$ cat src/rtl/pcie_tx_arbiter.sv
// pcie_tx_arbiter
//   Transmit-side source for the transaction path. Two client queues accept
//   payload words, each word is tagged with its VC bit and destination bit,
//   and a round-robin arbiter merges both queues into a single registered
//   word stream feeding the main FIFO push interface. Honors the main FIFO
//   pause backpressure and reports queue status and link state.
//
// Ports
//   clk, reset            : clock (rising edge), asynchronous active-high reset
//   data_in0 / data_in1   : payload (BITNUMBER-2 bits) for destination 0 / 1
//   vc_in0 / vc_in1       : VC select accompanying each payload
//   push0 / push1         : write strobe for queue 0 / 1
//   pause                 : main FIFO backpressure; no word issued while high
//   data_out / push_out   : tagged word and push strobe to the main FIFO
//   full0/1, empty0/1     : queue occupancy status
//   wr_error0/1           : one-cycle pulse when a push to a full queue drops
//   state                 : arbiter state (IDLE=0, ACTIVE=1, PAUSED=2)
//   tx_count              : count of issued words, wraps at 256
module pcie_tx_arbiter #(
  parameter int BITNUMBER  = 6,
  parameter int DEPTH_BITS = 2
) (
  input  logic                 clk,
  input  logic                 reset,
  input  logic [BITNUMBER-3:0] data_in0,
  input  logic [BITNUMBER-3:0] data_in1,
  input  logic                 vc_in0,
  input  logic                 vc_in1,
  input  logic                 push0,
  input  logic                 push1,
  input  logic                 pause,
  output logic [BITNUMBER-1:0] data_out,
  output logic                 push_out,
  output logic                 full0,
  output logic                 full1,
  output logic                 empty0,
  output logic                 empty1,
  output logic                 wr_error0,
  output logic                 wr_error1,
  output logic [1:0]           state,
  output logic [7:0]           tx_count
);

  localparam int unsigned         DEPTH    = 2 ** DEPTH_BITS;
  localparam int                  EW       = BITNUMBER - 1;  // vc + payload
  localparam int                  PW       = BITNUMBER - 2;  // payload
  localparam logic [DEPTH_BITS:0] CNT_FULL = (DEPTH_BITS + 1)'(DEPTH);
  localparam logic [DEPTH_BITS:0] ONE      = (DEPTH_BITS + 1)'(1);

  typedef enum logic [1:0] {
    IDLE   = 2'd0,
    ACTIVE = 2'd1,
    PAUSED = 2'd2
  } state_t;

  state_t r_state;
  state_t w_state_nxt;

  logic [1:0]                   w_push;
  logic [1:0][EW-1:0]           w_din;
  logic [1:0]                   w_full;
  logic [1:0]                   w_empty;
  logic [1:0]                   w_wr_ok;
  logic [1:0]                   w_pop;
  logic [1:0]                   w_err;
  logic [1:0][EW-1:0]           w_head;
  logic [1:0][DEPTH_BITS:0]     w_left;
  logic                         w_sel;
  logic                         w_any_pop;
  logic                         w_any_ne;
  logic                         w_drained;

  logic                 r_last_grant;
  logic                 r_push_out;
  logic [BITNUMBER-1:0] r_data_out;
  logic [7:0]           r_tx_count;

  assign w_push   = {push1, push0};
  assign w_din[0] = {vc_in0, data_in0};
  assign w_din[1] = {vc_in1, data_in1};
  // Full is sampled before the edge, so a push to a full queue is dropped
  // even when the same queue pops on that edge.
  assign w_wr_ok  = w_push & ~w_full;

  for (genvar g = 0; g < 2; g++) begin : g_queue
    logic [EW-1:0]       r_mem [DEPTH];
    logic [DEPTH_BITS:0] r_wptr;
    logic [DEPTH_BITS:0] r_rptr;
    logic [DEPTH_BITS:0] r_cnt;
    logic                r_wr_err;

    // Storage carries no reset; occupancy and pointers define validity.
    always_ff @(posedge clk) begin
      if (w_wr_ok[g]) begin
        r_mem[r_wptr[DEPTH_BITS-1:0]] <= w_din[g];
      end
    end

    always_ff @(posedge clk or posedge reset) begin
      if (reset) begin
        r_wptr   <= '0;
        r_rptr   <= '0;
        r_cnt    <= '0;
        r_wr_err <= 1'b0;
      end else begin
        r_wr_err <= w_push[g] & w_full[g];
        if (w_wr_ok[g]) r_wptr <= r_wptr + ONE;
        if (w_pop[g])   r_rptr <= r_rptr + ONE;
        case ({w_wr_ok[g], w_pop[g]})
          2'b10:   r_cnt <= r_cnt + ONE;
          2'b01:   r_cnt <= r_cnt - ONE;
          default: r_cnt <= r_cnt;
        endcase
      end
    end

    assign w_full[g]  = (r_cnt == CNT_FULL);
    assign w_empty[g] = (r_cnt == '0);
    assign w_head[g]  = r_mem[r_rptr[DEPTH_BITS-1:0]];
    assign w_left[g]  = r_cnt - (DEPTH_BITS + 1)'(w_pop[g]);
    assign w_err[g]   = r_wr_err;
  end

  // Round-robin grant: on a tie the queue not granted last wins.
  always_comb begin
    w_pop = '0;
    if (!pause) begin
      if (!w_empty[0] && !w_empty[1]) begin
        if (r_last_grant) w_pop[0] = 1'b1;
        else              w_pop[1] = 1'b1;
      end else if (!w_empty[0]) begin
        w_pop[0] = 1'b1;
      end else if (!w_empty[1]) begin
        w_pop[1] = 1'b1;
      end
    end
  end

  assign w_sel     = w_pop[1];
  assign w_any_pop = |w_pop;
  assign w_any_ne  = ~(&w_empty);
  assign w_drained = (w_left[0] == '0) && (w_left[1] == '0) && !push0 && !push1;

  always_ff @(posedge clk or posedge reset) begin
    if (reset) begin
      r_data_out   <= '0;
      r_push_out   <= 1'b0;
      r_last_grant <= 1'b1;
      r_tx_count   <= '0;
    end else begin
      r_push_out <= w_any_pop;
      r_tx_count <= r_tx_count + 8'(w_any_pop);
      if (w_any_pop) begin
        r_data_out   <= {w_head[w_sel][EW-1], w_sel, w_head[w_sel][PW-1:0]};
        r_last_grant <= w_sel;
      end
    end
  end

  always_ff @(posedge clk or posedge reset) begin
    if (reset) r_state <= IDLE;
    else       r_state <= w_state_nxt;
  end

  always_comb begin
    w_state_nxt = r_state;
    case (r_state)
      IDLE: begin
        if (w_any_ne) w_state_nxt = pause ? PAUSED : ACTIVE;
      end
      ACTIVE: begin
        if (pause)          w_state_nxt = PAUSED;
        else if (w_drained) w_state_nxt = IDLE;
      end
      PAUSED: begin
        if (!pause) w_state_nxt = w_any_ne ? ACTIVE : IDLE;
      end
      default: w_state_nxt = IDLE;
    endcase
  end

  assign data_out  = r_data_out;
  assign push_out  = r_push_out;
  assign full0     = w_full[0];
  assign full1     = w_full[1];
  assign empty0    = w_empty[0];
  assign empty1    = w_empty[1];
  assign wr_error0 = w_err[0];
  assign wr_error1 = w_err[1];
  assign state     = r_state;
  assign tx_count  = r_tx_count;

endmodule

$ cat config.mk
export PLATFORM = sky130hd
export DESIGN_NAME = pcie_tx_arbiter
export DESIGN_NICKNAME = d
export VERILOG_FILES = /design/src/rtl/pcie_tx_arbiter.sv
export SDC_FILE = /design/constraint.sdc
export NUM_CORES = 1
export LEC_CHECK = 0
export ABC_AREA = 1
export CAP_MARGIN = 30
export CELL_PAD_IN_SITES_DETAIL_PLACEMENT = 1
export CELL_PAD_IN_SITES_GLOBAL_PLACEMENT = 1
export CORE_MARGIN = 1.5
export CORE_UTILIZATION = 44
export CTS_CLUSTER_SIZE = 10
export DETAILED_ROUTE_END_ITERATION = 16
export GPL_TIMING_DRIVEN = 0
export PLACE_DENSITY = 0.76
export RECOVER_POWER = 50
export SLEW_MARGIN = 15
export SYNTH_ARGS = -nofsm -noshare
export SYNTH_HDL_FRONTEND = slang
export SYNTH_SLANG_ARGS = --single-unit
$ cat constraint.sdc
create_clock -name clk -period 2.2 [get_ports clk]
set_clock_uncertainty 0.1 [all_clocks]
set_input_delay 0.66 -clock clk [delete_from_list [all_inputs] [get_ports clk]]
set_output_delay 0.66 -clock clk [all_outputs]
set_load 0.1 [all_outputs]
==> results.toml <==
[sta]
rsz0062_at_grt = "yes"
timing.final.crit_share = 0.9976
hold_viol_final = 0
worstMarginPinSlew_ns = 0.7460
slew_headroom = 0.5020
max_clock_freq_ghz = 0.4557
final-setup-viol-count = 0
slew_violations = 0
fin_crit_ns = 2.195

[layout]
nets = 423
drive_gt1_frac = 0.2267
final_common_cell = "nand2_1"
antenna_cells = 0
synthToLayoutAreaGrowth_pct = 26.63
most-common-layout-cells = "nand2_1 (97), edfxtp_1 (40), nand3_1 (31), dfrtp_1 (31), inv_1 (28)"
fin_util = 0.5851

[global_routing]
grt-ovfl-total = 0
grt_pass1_vias = 2537
grt_max_degree = 35
antenna_found_initial = 0
grt_first_pass_wirelength_um = 12080
grt_use_total = 0.1947

[floorplanning]
core_area_sq_um = 7331
fp.dieH_um = 90.74
start_util = 0.4620
die_area_sq_um = 8233
pin_count = 38
row_count = 31
die_w_um = 90.74

[detailed_routing]
vias = 2475
drcViolationCount = 0
drtPass1Iterations = 4
viasPerCell = 4.990
wl_per_cell_um = 15.58
wl_um = 7730
antenna_left = 0
drt_iter0_drc = 90

[clock_network]
clk_latency_ns = 0.36
ctsHoldBuffers = 0
clockRootBuffer = "clkbuf_8"
clock-sinks = 74
cts_made_buffers = 9
htreeDepth = 3
clk_pin_slew_worst_paths_ns = 0.08
cts_max_path_buffers = 2
cts_tree = "built"

[placed_design]
dpl.hpwl_um = 5284
place.gp.congestion = 0.7306
port_buffers = 37

[worst_setup_path]
reg2reg_depth = 10
path_buf_inv = 3
worst-path-max-fanout = 8
cp.depth = 10
path_cells = "inv_2, buf_4, nand3_1, nand2_2, ha_1, inv_1, fa_1, a21oi_2, o21ai_1, xor2_1"
path_class = "reg2reg"
cpLargestDelayFamily = "adder cells"
cpPeakStageDelay_ns = 0.41
end_kind = "flop"
slowest_stage = "fa_1"
required_ns = 2.34
worst_setup_path_start_kind = "flop"
cp.arrival_ns = 2.34

[hold_path]
whs_path_depth = 1
hold_class = "reg2reg"

[synth]
synth_cell_type_count = 27
yosysSeqAreaShare = 0.6062
synth_area_sq_um = 3387
post_synth.cell_area_avg_sq_um = 10.33
ys_ff_latch = 74
syn-num-nets = 359
synthCells = 328
yosys_warnings = 0

[flow_run]
max_cap_viol_count = 0

[status]
outcome = "finished, final reports clean"
-- registers in the layout, indices dropped and copies added (netlist names) --
name / cells
g_queue.r_mem: 40
tx_count: 8
g_queue.r_cnt: 6
g_queue.r_wptr: 4
g_queue.r_rptr: 4
push_out: 1
wr_error0: 1
data_out: 6
wr_error1: 1
r_last_grant: 1
state: 2
-- cells in the mapped netlist --
master	count	share of area
buf_2	2	0.0030
nand4_1	1	0.0018
o21ai_0	5	0.0074
a21oi_1	6	0.0089
nand2_1	99	0.11
fa_1	2	0.012
nand2_4	1	0.0033
inv_2	8	0.0089
nand3_4	2	0.010
ha_1	14	0.052
o21ai_1	2	0.0030
nor2_8	1	0.0059
inv_4	2	0.0037
nand3_1	32	0.047
edfxtp_1	40	0.35
nor2_1	25	0.028
nand2_2	3	0.0055
nor3b_1	1	0.0022
xor2_1	9	0.023
inv_1	29	0.032
buf_4	1	0.0022
nor2_4	2	0.0066
nor3_1	1	0.0015
dfstp_2	1	0.0078
xnor2_1	5	0.013
nand3_2	1	0.0030
dfrtp_1	33	0.24
-- per-layer routing --
| layer | part of all wire | up-vias | track usage | wire (um) |
|---|---|---|---|---|
| met5 | 0 | - | 0 | 0 |
| met4 | 0.017 | 0 | 0.07937 | 132 |
| met3 | 0.031 | 11 | 0.04714 | 236 |
| met2 | 0.52 | 42 | 0.3415 | 3990 |
| met1 | 0.44 | 1240 | 0.2271 | 3370 |
| li1 | - | 1182 | - | - |
-- metrics by stage --
| stage | instances | setup slack (ns) | setup TNS [ns] | hold slack (ns) | cell area [sq um] |
|---|---|---|---|---|---|
| floorplan | 328 | 0.07017 | 0 | 0.3576 | 3392 |
| global placement | 464 | -0.7750 | -14.15 | 0.3648 | 3886 |
| detailed placement | 464 | -0.8235 | -11.20 | 0.3709 | 3886 |
| CTS | 487 | -0.01870 | -0.01870 | 0.3842 | 4184 |
| global route | 496 | -0.07056 | -0.2360 | 0.3957 | 4289 |
| finish | 496 | 0.005387 | 0 | 0.3801 | 4289 |
-- cell families after synthesis --
| family | synth area share |
|---|---|
| AO/OA/AOI/OAI | 0.01921 |
| buffers and inverters | 0.04987 |
| adder cells (fa/ha/maj) | 0.06354 |
| XOR/XNOR | 0.03620 |
| AND/OR/NAND/NOR | 0.2250 |
| flip-flops | 0.6062 |
-- what timing repair did --
action | CTS | global route
resized for setup | 94 | 14
setup buffers | 7 | 9
pin swaps | 3 | 3
setup endpoints to repair | 32 | 7
-- area by class of cell --
| class | count | area, sq um |
|---|---|---|
| clock inverters | 6 | 65.06 |
| repair buffers | 53 | 533.0 |
| clock buffers | 10 | 127.6 |
| inverters | 39 | 153.9 |
| well taps | 99 | 123.9 |
| fillers | 787 | 3042 |
| multi-input cells | 212 | 1212 |
| plain buffers | 3 | 17.52 |
| flip-flops and latches | 74 | 2056 |
-- worst paths after layout --
check / endpoint / start / slack [ns]
worst max-delay path: g_queue[0].r_cnt[2] / g_queue[0].r_cnt[1] / 0.005
worst min-delay path: tx_count[7] / tx_count[7] / 0.38
worst max register to register: g_queue[0].r_cnt[2] / g_queue[0].r_cnt[1] / 0.005
worst min register to register: tx_count[7] / tx_count[7] / 0.38
max in group asynchronous: g_queue[1].r_cnt[2] / reset / 0.83
min in group asynchronous: g_queue[0].r_cnt[2] / reset / 0.65
Power is left out: the tool's default activity adds up to more than one toggle a clock period on the data nets, which glitch-free logic cannot reach.
